[config.mk]
export PLATFORM = sky130hd
export DESIGN_NAME = instruction_fetch_flat
export DESIGN_NICKNAME = d
export VERILOG_FILES = /design/src/rtl/instruction_fetch_pkg.sv /design/src/rtl/instruction_fetch_if.sv /design/src/rtl/instruction_fetch_pc_register.sv /design/src/rtl/instruction_fetch.sv /design/src/flat_wrapper.sv
export SDC_FILE = /design/constraint.sdc
export NUM_CORES = 1
export LEC_CHECK = 0
export ABC_AREA = 1
export CAP_MARGIN = 20
export CORE_AREA = 2 2 64 66
export CTS_BUF_LIST = sky130_fd_sc_hd__clkbuf_8
export CTS_CLUSTER_DIAMETER = 80
export DETAILED_ROUTE_END_ITERATION = 10
export DIE_AREA = 0 0 66 68
export PLACE_DENSITY = 0.85
export SLEW_MARGIN = 20
export SYNTH_ARGS = -nofsm -noshare
export SYNTH_HDL_FRONTEND = slang
export SYNTH_SLANG_ARGS = --single-unit
[constraint.sdc]
create_clock -name clk -period 1.9 [get_ports clk]
set_input_delay 0.38 -clock clk [delete_from_list [all_inputs] [get_ports clk]]
set_output_delay 0.38 -clock clk [all_outputs]
set_load 0.02 [all_outputs]
[src/rtl/instruction_fetch_pkg.sv]
// Shared definitions for the fetch stage of the 16-bit CPU.
//   DATA_WIDTH / ADDRESS_WIDTH : instruction and PC widths
//   RESET_PC                   : first fetch address after reset
//   NOP_INSTR                  : value shown on instr_o while nothing has been fetched
//   fetch_out_t                : {instr, pc, valid} bundle presented to decode
//   fetch_action_t             : the one thing the fetch stage does in a given cycle
package instruction_fetch_pkg;

  localparam int unsigned DATA_WIDTH    = 16;
  localparam int unsigned ADDRESS_WIDTH = 8;

  localparam logic [ADDRESS_WIDTH-1:0] RESET_PC  = 8'h00;
  localparam logic [DATA_WIDTH-1:0]    NOP_INSTR = '0;

  typedef struct packed {
    logic [DATA_WIDTH-1:0]    instr;
    logic [ADDRESS_WIDTH-1:0] pc;
    logic                     valid;
  } fetch_out_t;

  // Ordered by priority: hold beats redirect beats stall beats advance.
  typedef enum logic [1:0] {
    ACT_HOLD,
    ACT_REDIRECT,
    ACT_STALL,
    ACT_ADVANCE
  } fetch_action_t;

endpackage

[src/rtl/instruction_fetch_if.sv]
// Signal bundle around the fetch stage: control from the pipeline/loader,
// the instruction-memory read port, and the instruction handed to decode.
//   master : the fetch stage (drives im_addr_o and the instr_* outputs)
//   slave  : the surrounding pipeline and memory
interface instruction_fetch_if;
  import instruction_fetch_pkg::*;

  logic                     hold_i;
  logic                     stall_i;
  logic                     redirect_i;
  logic [ADDRESS_WIDTH-1:0] redirect_pc_i;
  logic [ADDRESS_WIDTH-1:0] im_addr_o;
  logic [DATA_WIDTH-1:0]    im_rdata_i;
  logic [DATA_WIDTH-1:0]    instr_o;
  logic [ADDRESS_WIDTH-1:0] instr_pc_o;
  logic                     instr_valid_o;

  modport master (
    input  hold_i, stall_i, redirect_i, redirect_pc_i, im_rdata_i,
    output im_addr_o, instr_o, instr_pc_o, instr_valid_o
  );

  modport slave (
    output hold_i, stall_i, redirect_i, redirect_pc_i, im_rdata_i,
    input  im_addr_o, instr_o, instr_pc_o, instr_valid_o
  );

endinterface

[src/rtl/instruction_fetch_pc_register.sv]
// Fetch program counter: loads a new address, increments, or holds.
//   clk, rst   : clock, synchronous active-high reset (pc <= RESET_PC)
//   load       : take load_value (wins over inc)
//   load_value : address to load
//   inc        : advance pc by one, wrapping modulo 2**ADDRESS_WIDTH
//   pc         : current fetch address
module pc_register
  import instruction_fetch_pkg::*;
(
  input  logic                     clk,
  input  logic                     rst,
  input  logic                     load,
  input  logic [ADDRESS_WIDTH-1:0] load_value,
  input  logic                     inc,
  output logic [ADDRESS_WIDTH-1:0] pc
);

  // NOTE: registers are updated with non-blocking assignments so every flop
  // samples pre-edge values regardless of block ordering.
  always_ff @(posedge clk) begin
    if (rst) begin
      pc <= RESET_PC;
    end else if (load) begin
      pc <= load_value;
    end else if (inc) begin
      pc <= pc + 1'b1;  // natural wrap 'hFF -> 'h00
    end
  end

endmodule

[src/rtl/instruction_fetch.sv]
// Fetch stage in front of a synchronous (1-cycle read latency) instruction memory.
//   clk  : clock, all state on posedge
//   rst  : synchronous active-high reset
//   bus  : instruction_fetch_if.master
//          hold_i        loader owns memory, fetch frozen
//          stall_i       decode cannot accept, output held
//          redirect_i    branch/jump taken, redirect_pc_i is the target
//          im_addr_o     memory read address (combinational)
//          im_rdata_i    memory data for the address presented last cycle
//          instr_o / instr_pc_o / instr_valid_o  registered output to decode
module instruction_fetch
  import instruction_fetch_pkg::*;
(
  input  logic                clk,
  input  logic                rst,
  instruction_fetch_if.master bus
);

  logic [ADDRESS_WIDTH-1:0] fetch_pc;
  logic [ADDRESS_WIDTH-1:0] pend_pc;     // address whose data is on im_rdata_i now
  logic                     pend_valid;
  fetch_out_t               out_q;

  fetch_action_t            action;
  logic                     pc_load;
  logic [ADDRESS_WIDTH-1:0] pc_load_value;
  logic                     pc_inc;

  // During a stall the memory re-reads pend_pc, so its data stays put and
  // the instruction is not lost when the stall releases.
  assign bus.im_addr_o = bus.stall_i ? pend_pc : fetch_pc;

  // NOTE: every signal driven here gets a default first, so no path leaves
  // it unassigned and no latch is inferred.
  always_comb begin
    action        = ACT_ADVANCE;
    pc_load       = 1'b0;
    pc_load_value = fetch_pc;
    pc_inc        = 1'b0;

    if (bus.hold_i)          action = ACT_HOLD;
    else if (bus.redirect_i) action = ACT_REDIRECT;
    else if (bus.stall_i)    action = ACT_STALL;

    unique case (action)
      ACT_HOLD: begin
        // Rewind to the in-flight address so the restart re-reads it from
        // the (possibly rewritten) memory.
        pc_load       = pend_valid;
        pc_load_value = pend_pc;
      end
      ACT_REDIRECT: begin
        pc_load       = 1'b1;
        pc_load_value = bus.redirect_pc_i;
      end
      ACT_STALL:   ;
      ACT_ADVANCE: pc_inc = 1'b1;
      default:     ;
    endcase
  end

  pc_register u_pc_register (
    .clk        (clk),
    .rst        (rst),
    .load       (pc_load),
    .load_value (pc_load_value),
    .inc        (pc_inc),
    .pc         (fetch_pc)
  );

  always_ff @(posedge clk) begin
    if (rst) begin
      pend_pc    <= '0;
      pend_valid <= 1'b0;
      out_q      <= '{instr: NOP_INSTR, pc: '0, valid: 1'b0};
    end else begin
      unique case (action)
        ACT_HOLD: begin
          pend_valid  <= 1'b0;
          out_q.valid <= 1'b0;
        end
        ACT_REDIRECT: begin
          // Flush: the in-flight read and the shown instruction are wrong-path.
          pend_valid  <= 1'b0;
          out_q.valid <= 1'b0;
        end
        ACT_STALL: ;
        ACT_ADVANCE: begin
          pend_pc    <= fetch_pc;
          pend_valid <= 1'b1;
          out_q      <= '{instr: bus.im_rdata_i, pc: pend_pc, valid: pend_valid};
        end
        default: ;
      endcase
    end
  end

  assign bus.instr_o       = out_q.instr;
  assign bus.instr_pc_o    = out_q.pc;
  assign bus.instr_valid_o = out_q.valid;

endmodule

[src/flat_wrapper.sv]
// flat-port wrapper written by rule: the top's interface ports become plain ports
module instruction_fetch_flat import instruction_fetch_pkg::*;
  (clk, rst, bus_hold_i, bus_stall_i, bus_redirect_i, bus_redirect_pc_i, bus_im_rdata_i, bus_im_addr_o, bus_instr_o, bus_instr_pc_o, bus_instr_valid_o);
  instruction_fetch_if bus_i ();
  input  logic clk;
  input  logic rst;
  input wire logic [$bits(bus_i.hold_i)-1:0] bus_hold_i;
  input wire logic [$bits(bus_i.stall_i)-1:0] bus_stall_i;
  input wire logic [$bits(bus_i.redirect_i)-1:0] bus_redirect_i;
  input wire logic [$bits(bus_i.redirect_pc_i)-1:0] bus_redirect_pc_i;
  input wire logic [$bits(bus_i.im_rdata_i)-1:0] bus_im_rdata_i;
  output wire logic [$bits(bus_i.im_addr_o)-1:0] bus_im_addr_o;
  output wire logic [$bits(bus_i.instr_o)-1:0] bus_instr_o;
  output wire logic [$bits(bus_i.instr_pc_o)-1:0] bus_instr_pc_o;
  output wire logic [$bits(bus_i.instr_valid_o)-1:0] bus_instr_valid_o;
  assign bus_i.hold_i = bus_hold_i;
  assign bus_i.stall_i = bus_stall_i;
  assign bus_i.redirect_i = bus_redirect_i;
  assign bus_i.redirect_pc_i = bus_redirect_pc_i;
  assign bus_i.im_rdata_i = bus_im_rdata_i;
  assign bus_im_addr_o = bus_i.im_addr_o;
  assign bus_instr_o = bus_i.instr_o;
  assign bus_instr_pc_o = bus_i.instr_pc_o;
  assign bus_instr_valid_o = bus_i.instr_valid_o;
  instruction_fetch u_core (.clk(clk), .rst(rst), .bus(bus_i));
endmodule
==> results by stage <==
Timing:
- The number of endpoints with negative hold slack in the final report is 0.
- The number of setup violations in the final report is 0.
- The slack of the critical path is just over 0.1 ns.
- The worst relative slew slack is between 80 and 90%.
- Setup repair after global routing left no endpoint under its margin.
- The clock skew is approximately 0.0048 ns.
- Counting I/O delays and the setup requirement, the final critical path takes between 1.5 and 2 ns.
- In the finished design, the share of the clock period the worst path needs comes to between 90% and 100%.
- Static timing analysis puts the maximum clock frequency at ~560 MHz.
- For the pin with the worst max-slew slack, the measured transition is 0.2677 ns.
- The number of pins exceeding their max-slew limit in the final report is 0.

Yosys:
- In the synthesized netlist the dominant register cell turns out to be sky130_fd_sc_hd__dfxtp_1.
- Synthesis instantiated 22 different standard cells from the library.
- Counting flops with a built-in enable in the synthesized netlist gives 0.
- The count of state elements after synthesis is 42.
- For this run, the number of Yosys warnings is 0.
- The post-synthesis cell type with the largest combined area is sky130_fd_sc_hd__dfxtp_1.
- The post-synth design cell area is around 1900 um2.
- Of all flip-flops after synthesis, the portion carrying an async set or reset was 0%.
- The number of cells produced by synthesis is 264.
- Ranked by total cell area, the synthesized netlist is headed by sky130_fd_sc_hd__dfxtp_1, sky130_fd_sc_hd__o21ai_0, sky130_fd_sc_hd__nor2_1.
- Dividing the synthesized area by the synthesized cell count gives 7.085 um2.
- The top cell type by area accounts for about 45% of the synthesized area.
- The share of synthesized area occupied by flip-flops and latches is between 40% and 50%.
- The number of nets in the synthesized netlist is slightly below 300.

Global routing:
- The aggregate global-route resource usage is between 20% and 30%.
- After global routing the overflow that remains totals 0.
- The largest net degree at the start of global routing is 33.
- The number of antenna violations at the first check in global routing is 0.
- The first global-routing pass estimated ~7.5 mm of wire.
- The via count of the first global-routing pass is 1626.

Route:
- The remaining routing DRC violations is 0.
- The number of vias after detailed routing is between 1500 and 2000.
- The routed wirelength normalized by instance count is 12.13 um.
- The remaining antenna violation count is 0.
- The DRC violation total after the first TritonRoute iteration is 80.
- The post-detailed-route via-to-cell ratio is 4.958.
- The post-detailed-routing wire length is 4.633 mm.
- The first detailed-routing pass took 4 iterations.

Setup path:
- The critical path data required time is around 1.5 ns.
- The worst register-to-register path begins at u_core.u_pc_register.pc[1].
- Walking the worst path, the cells encountered are clkdlybuf4s50_1 -> inv_1 -> buf_4 -> o21ai_0 -> buf_2.
- Setup slack on the worst reg-to-reg path comes out at 0.67 ns.
- Tracing the worst setup path back leads to its startpoint at bus_stall_i.
- The cell depth of the worst flop-to-flop path is 6.
- STA classifies the critical path endpoint as an output pin.
- The critical register-to-register path endpoint is u_core.u_pc_register.pc[6].
- The worst-path maximum fanout is 7.
- By startpoint and endpoint, the worst setup path is classified as input port to output pin.
- The stage delay of the slowest cell on the critical path is 0.48 ns.
- The cell at the slowest stage of the critical path is sky130_fd_sc_hd__clkdlybuf4s50_1.
- The worst setup path is launched from an input port.
- The data arrival time of the worst path is 1.42 ns.
- The end point of the critical path is bus_im_addr_o[2].

Final layout:
- Relative to the synthesized area, the layout overhead comes to 41.81%.
- The number of nets in the finished design is 361.
- The number of diodes added for antenna fixing is 0.
- The post-route netlist has a little under an eighth of its cells at a drive strength greater than 1.
- The final standard cell utilization of the core is 68.79%.

Clock network:
- At the later pin of the worst-skew pair, clock insertion delay measures around 0.29 ns.
- Clock-pin slew was measured on the worst setup and hold paths at approximately 0.080 ns.
- The H-tree generated during clock tree synthesis spans 2 levels.
- The clock passes through at most 2 buffers.
- The TritonCTS sink count is 42.
- The CTS tree is built.
- The post-CTS repair timing setup buffer count is 0.
- The number of buffers added by the clock tree synthesis step is 5.
- The cell at the root of the clock tree is sky130_fd_sc_hd__clkbuf_8.

Placement:
- The final weighted congestion in routability-driven placement is around 0.94.
- OpenSTA, run right after detailed placement, puts the worst setup slack at -0.3527 ns.
- The estimated wirelength of the detail-placed design is approximately 3.4 mm.
- The count of buffers inserted at the top-level ports is 61.

Status:
- The run finished with clean final reports.

Floorplanning:
- The floorplan row count is 23.
- The overall die area is 4488 um2.
- The starting density of the core is between 40% and 50%.
- The vertical die dimension is between 60 and 70 um.
- For this design the top-level I/O count stands at a little over 60.
- The die is around 66 um wide.
- The core region is 3856 um2.

Power:
- In this run the static leakage power is roughly 0.0011 uW.
- Power spread over the standard cell area amounts to 767.3 nW/um2.
- VDD sags by at most between 500 and 600 uV.
- Total power for the finished layout comes to between 2000 and 2500 uW.

Job:
- The number of max-cap violations is 0.

Min path:
- The path class of the tightest hold or removal check is flip-flop to flip-flop.
-- metrics by stage --
stage	cell area (um2)	instances	TNS [ns]	hold WS [ns]
floorplan	1871	264	0	0.4491
global placement	2582	374	-2.253	0.4413
detailed placement	2582	374	-2.416	0.4454
CTS	2674	382	0	0.4564
global route	2653	382	0	0.4767
finish	2653	382	0	0.4548
-- layer usage --
layer / wire length [um] / GRT usage (%) / part of all wire [%] / up-vias
met2: 2139 / 35.10 / 46 / 60
met4: 70 / 7.653 / 1.5 / 0
li1: - / - / - / 992
met1: 2159 / 29.30 / 47 / 833
met5: 0 / 0 / 0 / -
met3: 264 / 4.441 / 5.7 / 9
-- cell usage in the layout (no fill, tap or decap), types with 2 or more instances in the layout --
master,n
sky130_fd_sc_hd__buf_2,4
sky130_fd_sc_hd__a21oi_1,26
sky130_fd_sc_hd__dfxtp_1,42
sky130_fd_sc_hd__nor2_1,46
sky130_fd_sc_hd__nand2_4,3
sky130_fd_sc_hd__inv_1,18
sky130_fd_sc_hd__clkdlybuf4s50_1,53
sky130_fd_sc_hd__o21ai_0,40
sky130_fd_sc_hd__o21ai_1,14
sky130_fd_sc_hd__nand2_1,40
sky130_fd_sc_hd__buf_4,11
sky130_fd_sc_hd__nand3_1,10
sky130_fd_sc_hd__nor3_1,2
sky130_fd_sc_hd__inv_2,3
sky130_fd_sc_hd__nand2_2,2
sky130_fd_sc_hd__clkbuf_2,4
sky130_fd_sc_hd__clkbuf_8,5
sky130_fd_sc_hd__buf_12,2
-- report_power, final --
part	switching, uW	internal, uW
clock	306	387
sequential	34.9	929
combinational	199	180
-- kinds of logic after synthesis --
logic type	count (synthesis)	synth area share (%)
AOI/OAI and AO/OA	81	21.81
xor gates and xnor gates	1	0.4683
DFF	42	44.95
buffers and inverters	35	8.830
and+or+nand+nor	104	23.28
adders and majority gates	1	0.6688
-- Yosys cell counts, types with 2 or more instances --
| cell | n |
|---|---|
| sky130_fd_sc_hd__nor3_1 | 2 |
| sky130_fd_sc_hd__inv_1 | 17 |
| sky130_fd_sc_hd__buf_2 | 4 |
| sky130_fd_sc_hd__nor2_1 | 46 |
| sky130_fd_sc_hd__clkbuf_1 | 2 |
| sky130_fd_sc_hd__nand2_1 | 40 |
| sky130_fd_sc_hd__nand2_4 | 3 |
| sky130_fd_sc_hd__a21oi_1 | 26 |
| sky130_fd_sc_hd__dfxtp_1 | 42 |
| sky130_fd_sc_hd__buf_4 | 3 |
| sky130_fd_sc_hd__nand3_1 | 10 |
| sky130_fd_sc_hd__nand2_2 | 2 |
| sky130_fd_sc_hd__o21ai_1 | 14 |
| sky130_fd_sc_hd__o21ai_0 | 40 |
| sky130_fd_sc_hd__buf_1 | 3 |
| sky130_fd_sc_hd__inv_2 | 3 |
| sky130_fd_sc_hd__buf_6 | 2 |
-- cell type report --
cell class              count  area (um2)
flip-flops and latches     42       840.8
clock buffers               5       68.82
clock inverters             3       41.29
repair buffers             74       693.2
well taps                  50       62.56
multi-input cells         187       864.6
fillers                   361        1204
inverters                  21       81.33
-- what timing repair did --
| item | in CTS | in global routing |
|---|---|---|
| hold endpoints to repair | 0 | 0 |
| hold buffers | 0 | 0 |
| setup endpoints to repair | 8 | 5 |
| resized for setup | 23 | 13 |
-- worst min path at each step --
stage / startpoint / end / depth (start not counted)
2_1_floorplan: rst / u_core.pend_pc[0] / 1
3_3_place_gp: u_core.bus.instr_valid_o / u_core.bus.instr_valid_o / 2
3_5_place_dp: u_core.bus.instr_valid_o / u_core.bus.instr_valid_o / 2
4_1_cts: u_core.bus.instr_valid_o / u_core.bus.instr_valid_o / 2
5_1_grt: u_core.bus.instr_valid_o / u_core.bus.instr_valid_o / 2
6_report: u_core.bus.instr_valid_o / u_core.bus.instr_valid_o / 2
-- critical path: cells and delay by family --
family	cells	cell delay (ns)
compound gates	1	0.15
buf+inv	4	0.89
-- flip-flops by register name, indices dropped and copies added, names as in the netlist --
name and flops:
u_core.pend_pc 8, u_core.u_pc_register.pc 8, u_core.bus.instr_o 16, u_core.bus.instr_valid_o 1
u_core.bus.instr_pc_o 8, u_core.pend_valid 1
Note: power is estimated with default switching activity, not from simulation.
==> patch 1: new RTL, same settings <==
Reset style: asynchronous (`rst`), changed in 2 clocked blocks. Comments in the files are not updated.
--- a/src/rtl/instruction_fetch_pc_register.sv
+++ b/src/rtl/instruction_fetch_pc_register.sv
@@ -18,5 +18,5 @@
   // NOTE: registers are updated with non-blocking assignments so every flop
   // samples pre-edge values regardless of block ordering.
-  always_ff @(posedge clk) begin
+  always_ff @(posedge clk or posedge rst) begin
     if (rst) begin
       pc <= RESET_PC;
--- a/src/rtl/instruction_fetch.sv
+++ b/src/rtl/instruction_fetch.sv
@@ -69,5 +69,5 @@
   );
 
-  always_ff @(posedge clk) begin
+  always_ff @(posedge clk or posedge rst) begin
     if (rst) begin
       pend_pc    <= '0;
Check against the original RTL: differs if rst is asserted again (counterexample within 4 cycles, from zero or initial values and one cycle with rst high); with rst held inactive, the same outputs for 10 cycles.
==> patch 1 against the unedited design <==
Maximum frequency increased by 2.5%. Final area increased by 6.7%. Routed wire length increased by 7.3%. Sequential cell count unchanged. Worst setup slack improved by 43 ps. Die area unchanged. Area after synthesis increased by 7.9%. Cell count decreased by 2.9%. Count of clock-buffer cells in the layout increased by 1. Synthesized cell count decreased by 5.3%. First-iteration DRC count increased by 18%. Core utilization increased by 4.6 points.
Power is not compared: it rests on default switching activity, and its combinational part moved more than twofold at a synthesized area within 25%.
==> patch 1: results (changes against the unedited design) <==
| Metric | Value |
|---|---|
| Outcome | finished, final reports clean |
| CP top delay family | buffers and inverters |
| Routability cong. | 0.850 (-9.9%) |
| Met1 usage | 0.322 (+0.0288) |
| CP Data Arrival Time | 1370 ps (-50 ps) |
| Max incr delay on CP | 360 ps (-120 ps) |
| CTS buffer count | 5 (unchanged) |
| Placed instance area | 2720 um^2 (+5.4%) |
| Sequential fraction of the synthesis area | 0.521 (+0.0713) |
| Drt first pass iters | 5 (+1) |
| M2 GR Usage | 0.405 (+0.0543) |
| DR iter-0 viols | 94 (+18%) |
| Initial antenna violation count | 0 (unchanged) |
| Slew @ Worst Pin | 291 ps (+23.8 ps) |
| Synth top cells by count | nand2_1, dfrtp_1, inv_1 |
| Global-route wire length before repair | 8420 um (+12%) |
| Worst-path clk slew | 80 ps (about the same) |
| DP HPWL | 3700 um (+9.9%) |
| Diodes inserted | 0 (unchanged) |
| Crit-path max FO | 13 (+6) |
| Worst min path class | input pin to async pin |
| Proportion of layout cells with a drive suffix above 1 | 0.0997 (-0.0148) |
| Mapped Nets | 280 (-4.8%) |
| Worst R2R Path Depth | 8 (+2) |
| Async SR Flop Fraction | 1.00 (+1.00) |
| Switching share of power | 0.328 |
| GR Util met3 | 0.0806 (+0.0362) |
| CP max stage cell | dlygate4sd2_1 |
| Top post-synthesis cells by area | dfrtp_1, nand2_1, o21ai_0, inv_1, nand3_1 |
| Total track usage | 0.253 (+0.0350) |
| Post-Route Skew | 6.46 ps (+1.69 ps) |
| Max IR drop VDD | 0.579 mV |
| Via density | 5.02 (+1.2%) |
| DP Worst Slack | -423 ps (-70.2 ps) |
| Vias in the first global route | 1820 (+12%) |
| Netlist cell types | 23 (+4.5%) |
| Final wirelength | 4970 um (+7.3%) |
| Htree depth | 2 (unchanged) |
| Largest net degree at the start of global routing | 43 (+30%) |
| Max reg flops | 16 (unchanged) |
| Nets@finish | 351 (-2.8%) |
| Primary FF master, synth | dfrtp_1 |
[patch 1: cell types whose count changed after synthesis, sizes merged, moves of 5 or more]
| cell | change |
|---|---|
| dfrtp | +42 |
| inv | +5 |
| o22ai | +6 |
| dfxtp | -42 |
| o21ai | -28 |
| nor2 | -32 |
| a21oi | -19 |
| nand2 | +53 |
[patch 1: final timing paths]
path	from	slack, ps	endpoint
min in group clk	u_core.bus.instr_o[8]	480	u_core.bus.instr_o[8]
max in group asynchronous	rst	1250	u_core.bus.instr_o[2]
worst min-delay path	rst	430	u_core.pend_valid
worst max register to register	u_core.u_pc_register.pc[1]	670	u_core.u_pc_register.pc[6]
worst min register to register	u_core.bus.instr_o[8]	480	u_core.bus.instr_o[8]
worst max-delay path	bus_stall_i	150	bus_im_addr_o[6]
[patch 1: layout make-up]
cell class | instances | area (um^2)
fill | 317 | 1030
inverter | 26 | 103
multi-input combinational | 173 | 796
clock buffer | 6 | 82.6
clock inverter | 1 | 30.0
sequential | 42 | 1050
timing repair buffer | 73 | 704
tap | 50 | 62.6
[patch 1: power groups by stage]
| stage | Combinational (mW) | Clock, mW | Sequential (mW) |
|---|---|---|---|
| final | 0.945 | 0.708 | 1.20 |
| after global routing | 1.05 | 0.755 | 1.22 |
| after CTS | 0.950 | 0.721 | 1.20 |
| after detailed placement | 0.973 | 0 | 1.21 |
| after global placement | 0.950 | 0 | 1.21 |
| after floorplan | 0.409 | 0 | 1.31 |
[patch 1: worst reg2reg max path: cells and delay by family (launching register included)]
family | cells | cell delay [ps]
flops | 1 | 440
fa+ha+maj | 1 | 230
simple gates | 6 | 420
buf+inv | 1 | 60
[patch 1: per-stage QoR]
stage | instances | utilization
floorplan | 250 | -
global placement | 364 | 0.706
detailed placement | 364 | 0.706
CTS | 371 | 0.734
global route | 371 | 0.734
finish | 371 | 0.734
[patch 1: kinds of logic after synthesis]
kind of cell               synth area share
AOI/OAI and AO/OA                     0.115
adders and majority gates           0.00620
buffers and inverters                0.0849
DFF                                   0.521
and+or+nand+nor                       0.273
[patch 1: what timing repair did]
item	CTS	global route
gates resized for setup	13	0
endpoints found under the hold margin	0	0
hold buffers	0	0
setup endpoints to repair	8	0
[patch 1: routing by layer]
layer,up-vias,part of all wire
met1,863,0.44
met2,60,0.48
met5,-,0
met4,0,0.019
li1,930,-
met3,9,0.070
==> patch 2: new RTL, same flow settings <==
Made on the original files. Change the package constant `DATA_WIDTH` from 16 to 12.
--- a/src/rtl/instruction_fetch_pkg.sv
+++ b/src/rtl/instruction_fetch_pkg.sv
@@ -7,5 +7,5 @@
 package instruction_fetch_pkg;
 
-  localparam int unsigned DATA_WIDTH    = 16;
+  localparam int unsigned DATA_WIDTH    = 12;
   localparam int unsigned ADDRESS_WIDTH = 8;
 
Ports: changed (resized bus_im_rdata_i and bus_instr_o); port bits go from 62 to 54. No check against the original RTL was run, so the function may have changed too.
==> patch 2 against the unedited design <==
Power rose by 0.32%. Routed wire length decreased by 2.9%. Area after synthesis is 8.2% lower. Non-clock buffer count down 10. Largest cell class unchanged. Sequential cell count is 4 lower. Maximum frequency grew 0.15%. Hold slack about the same. Final area decreased by 8.7%. Worst setup slack improved by 2.7 ps. Critical path depth did not move.
==> patch 2: results (changes against the unedited design) <==
| Metric | Value |
|---|---|
| CP Capture Point | bus_im_addr_o[3] |
| Synth top cells by count | nand2_1, o21ai_0, dfxtp_1, nor2_1, a21oi_1 |
| Routability cong. | 0.935 (-0.92%) |
| Comb_multi_in | 177 (-5.3%) |
| Post-synthesis compound-gate area fraction | 0.223 (+0.00497) |
| Drt first pass iters | 5 (+1) |
| Largest net degree at the start of global routing | 23 (-30%) |
| Post-synthesis adder-cell area fraction | 0.00729 (+0.000600) |
| Sequential share of cell area | 0.314 (-0.00293) |
| Vias in the first global route | 1532 (-5.8%) |
| Worst hold slack | 455 ps (+0.475 ps) |
| Clock buffer and inverter area fraction after layout | 0.0568 (+0.0153) |
| Buffers added on ports | 53 (-13%) |
| Dpl cells | 353 (-5.6%) |
| Proportion of layout cells with a drive suffix above 1 | 0.113 (-0.00192) |
| Flop-to-flop setup slack | 590 ps (-80 ps) |
| Max IR drop VDD | 0.656 mV (+15%) |
| Total track usage | 0.211 (-0.00754) |
| Via density | 5.07 (+2.2%) |
| Netlist cell types | 17 (-23%) |
| NonClk Buf Share | 0.237 (-0.0248) |
| Leak pwr | 1.02 nW (-5.9%) |
| Max reg flops | 12 (-4) |
| Mapped Cells | 249 (-5.7%) |
| Top post-synthesis cells by area | dfxtp_1, o21ai_0, nand2_1, nor2_1, a21oi_1 |
| Primary FF master, synth | dfxtp_1 |
| Nets@finish | 336 (-6.9%) |
| Global-route wire length before repair | 7130 um (-4.9%) |
| Placed instance area | 2320 um^2 (-10%) |
| Register Area | 761 um^2 (-9.5%) |
| Mapped Nets | 275 (-6.5%) |
| Post-Route Skew | 3.75 ps (-1.02 ps) |
| Final wirelength | 4500 um (-2.9%) |
| GR Util met3 | 0.0543 (+0.00987) |
| Inverter count | 24 (+14%) |
| M1 wire length | 1990 um (-8.1%) |
| Outcome | finished, final reports clean |
| Met3 WL | 444 um (+68%) |
| Crit-path max FO | 10 (+3) |
| Wire per inst | 12.5 um (+2.7%) |
| Worst R2R Path Depth | 7 (+1) |
| DP HPWL | 3250 um (-3.7%) |
| Non-CTS buffers | 64 (-14%) |
| M2 GR Usage | 0.336 (-0.0152) |
| Metal2 WL | 2030 um (-5.2%) |
| Post-Synth XOR/XNOR Area | 0 (-0.00468) |
[patch 2: cell count changes after synthesis, sizes merged, moves of 2 or more]
cell	delta
inv	+3
buf	-7
nand3	-2
nor2	-8
dfxtp	-4
o21ai	-5
nand2	+6
clkbuf	+3
[patch 2: power breakdown]
part	internal, mW	switching [mW]	leakage (nW)
Clock	0.526	0.296	0.0683
Sequential	0.842	0.0292	0.311
Combinational	0.157	0.192	0.638
[patch 2: metrics by stage]
step / power [mW] / setup WS, ps / setup TNS (ps)
6_report: 2.04 / 105 / 0
5_1_grt: 2.13 / 24.5 / 0
4_1_cts: 2.06 / 1.85 / 0
3_5_place_dp: 1.25 / -361 / -2540
3_3_place_gp: 1.24 / -306 / -2330
2_1_floorplan: 1.08 / 462 / 0
[patch 2: worst max-delay path: stages]
cell and delay (ps):
clkdlybuf4s50_1 540, buf_4 180, nand2_1 50, o21ai_0 70, buf_2 190
[patch 2: timing repair]
action / in CTS / in global routing
endpoints found under the setup margin: 8 / 7
cloned: 0 / 0
resized for setup: 31 / 8
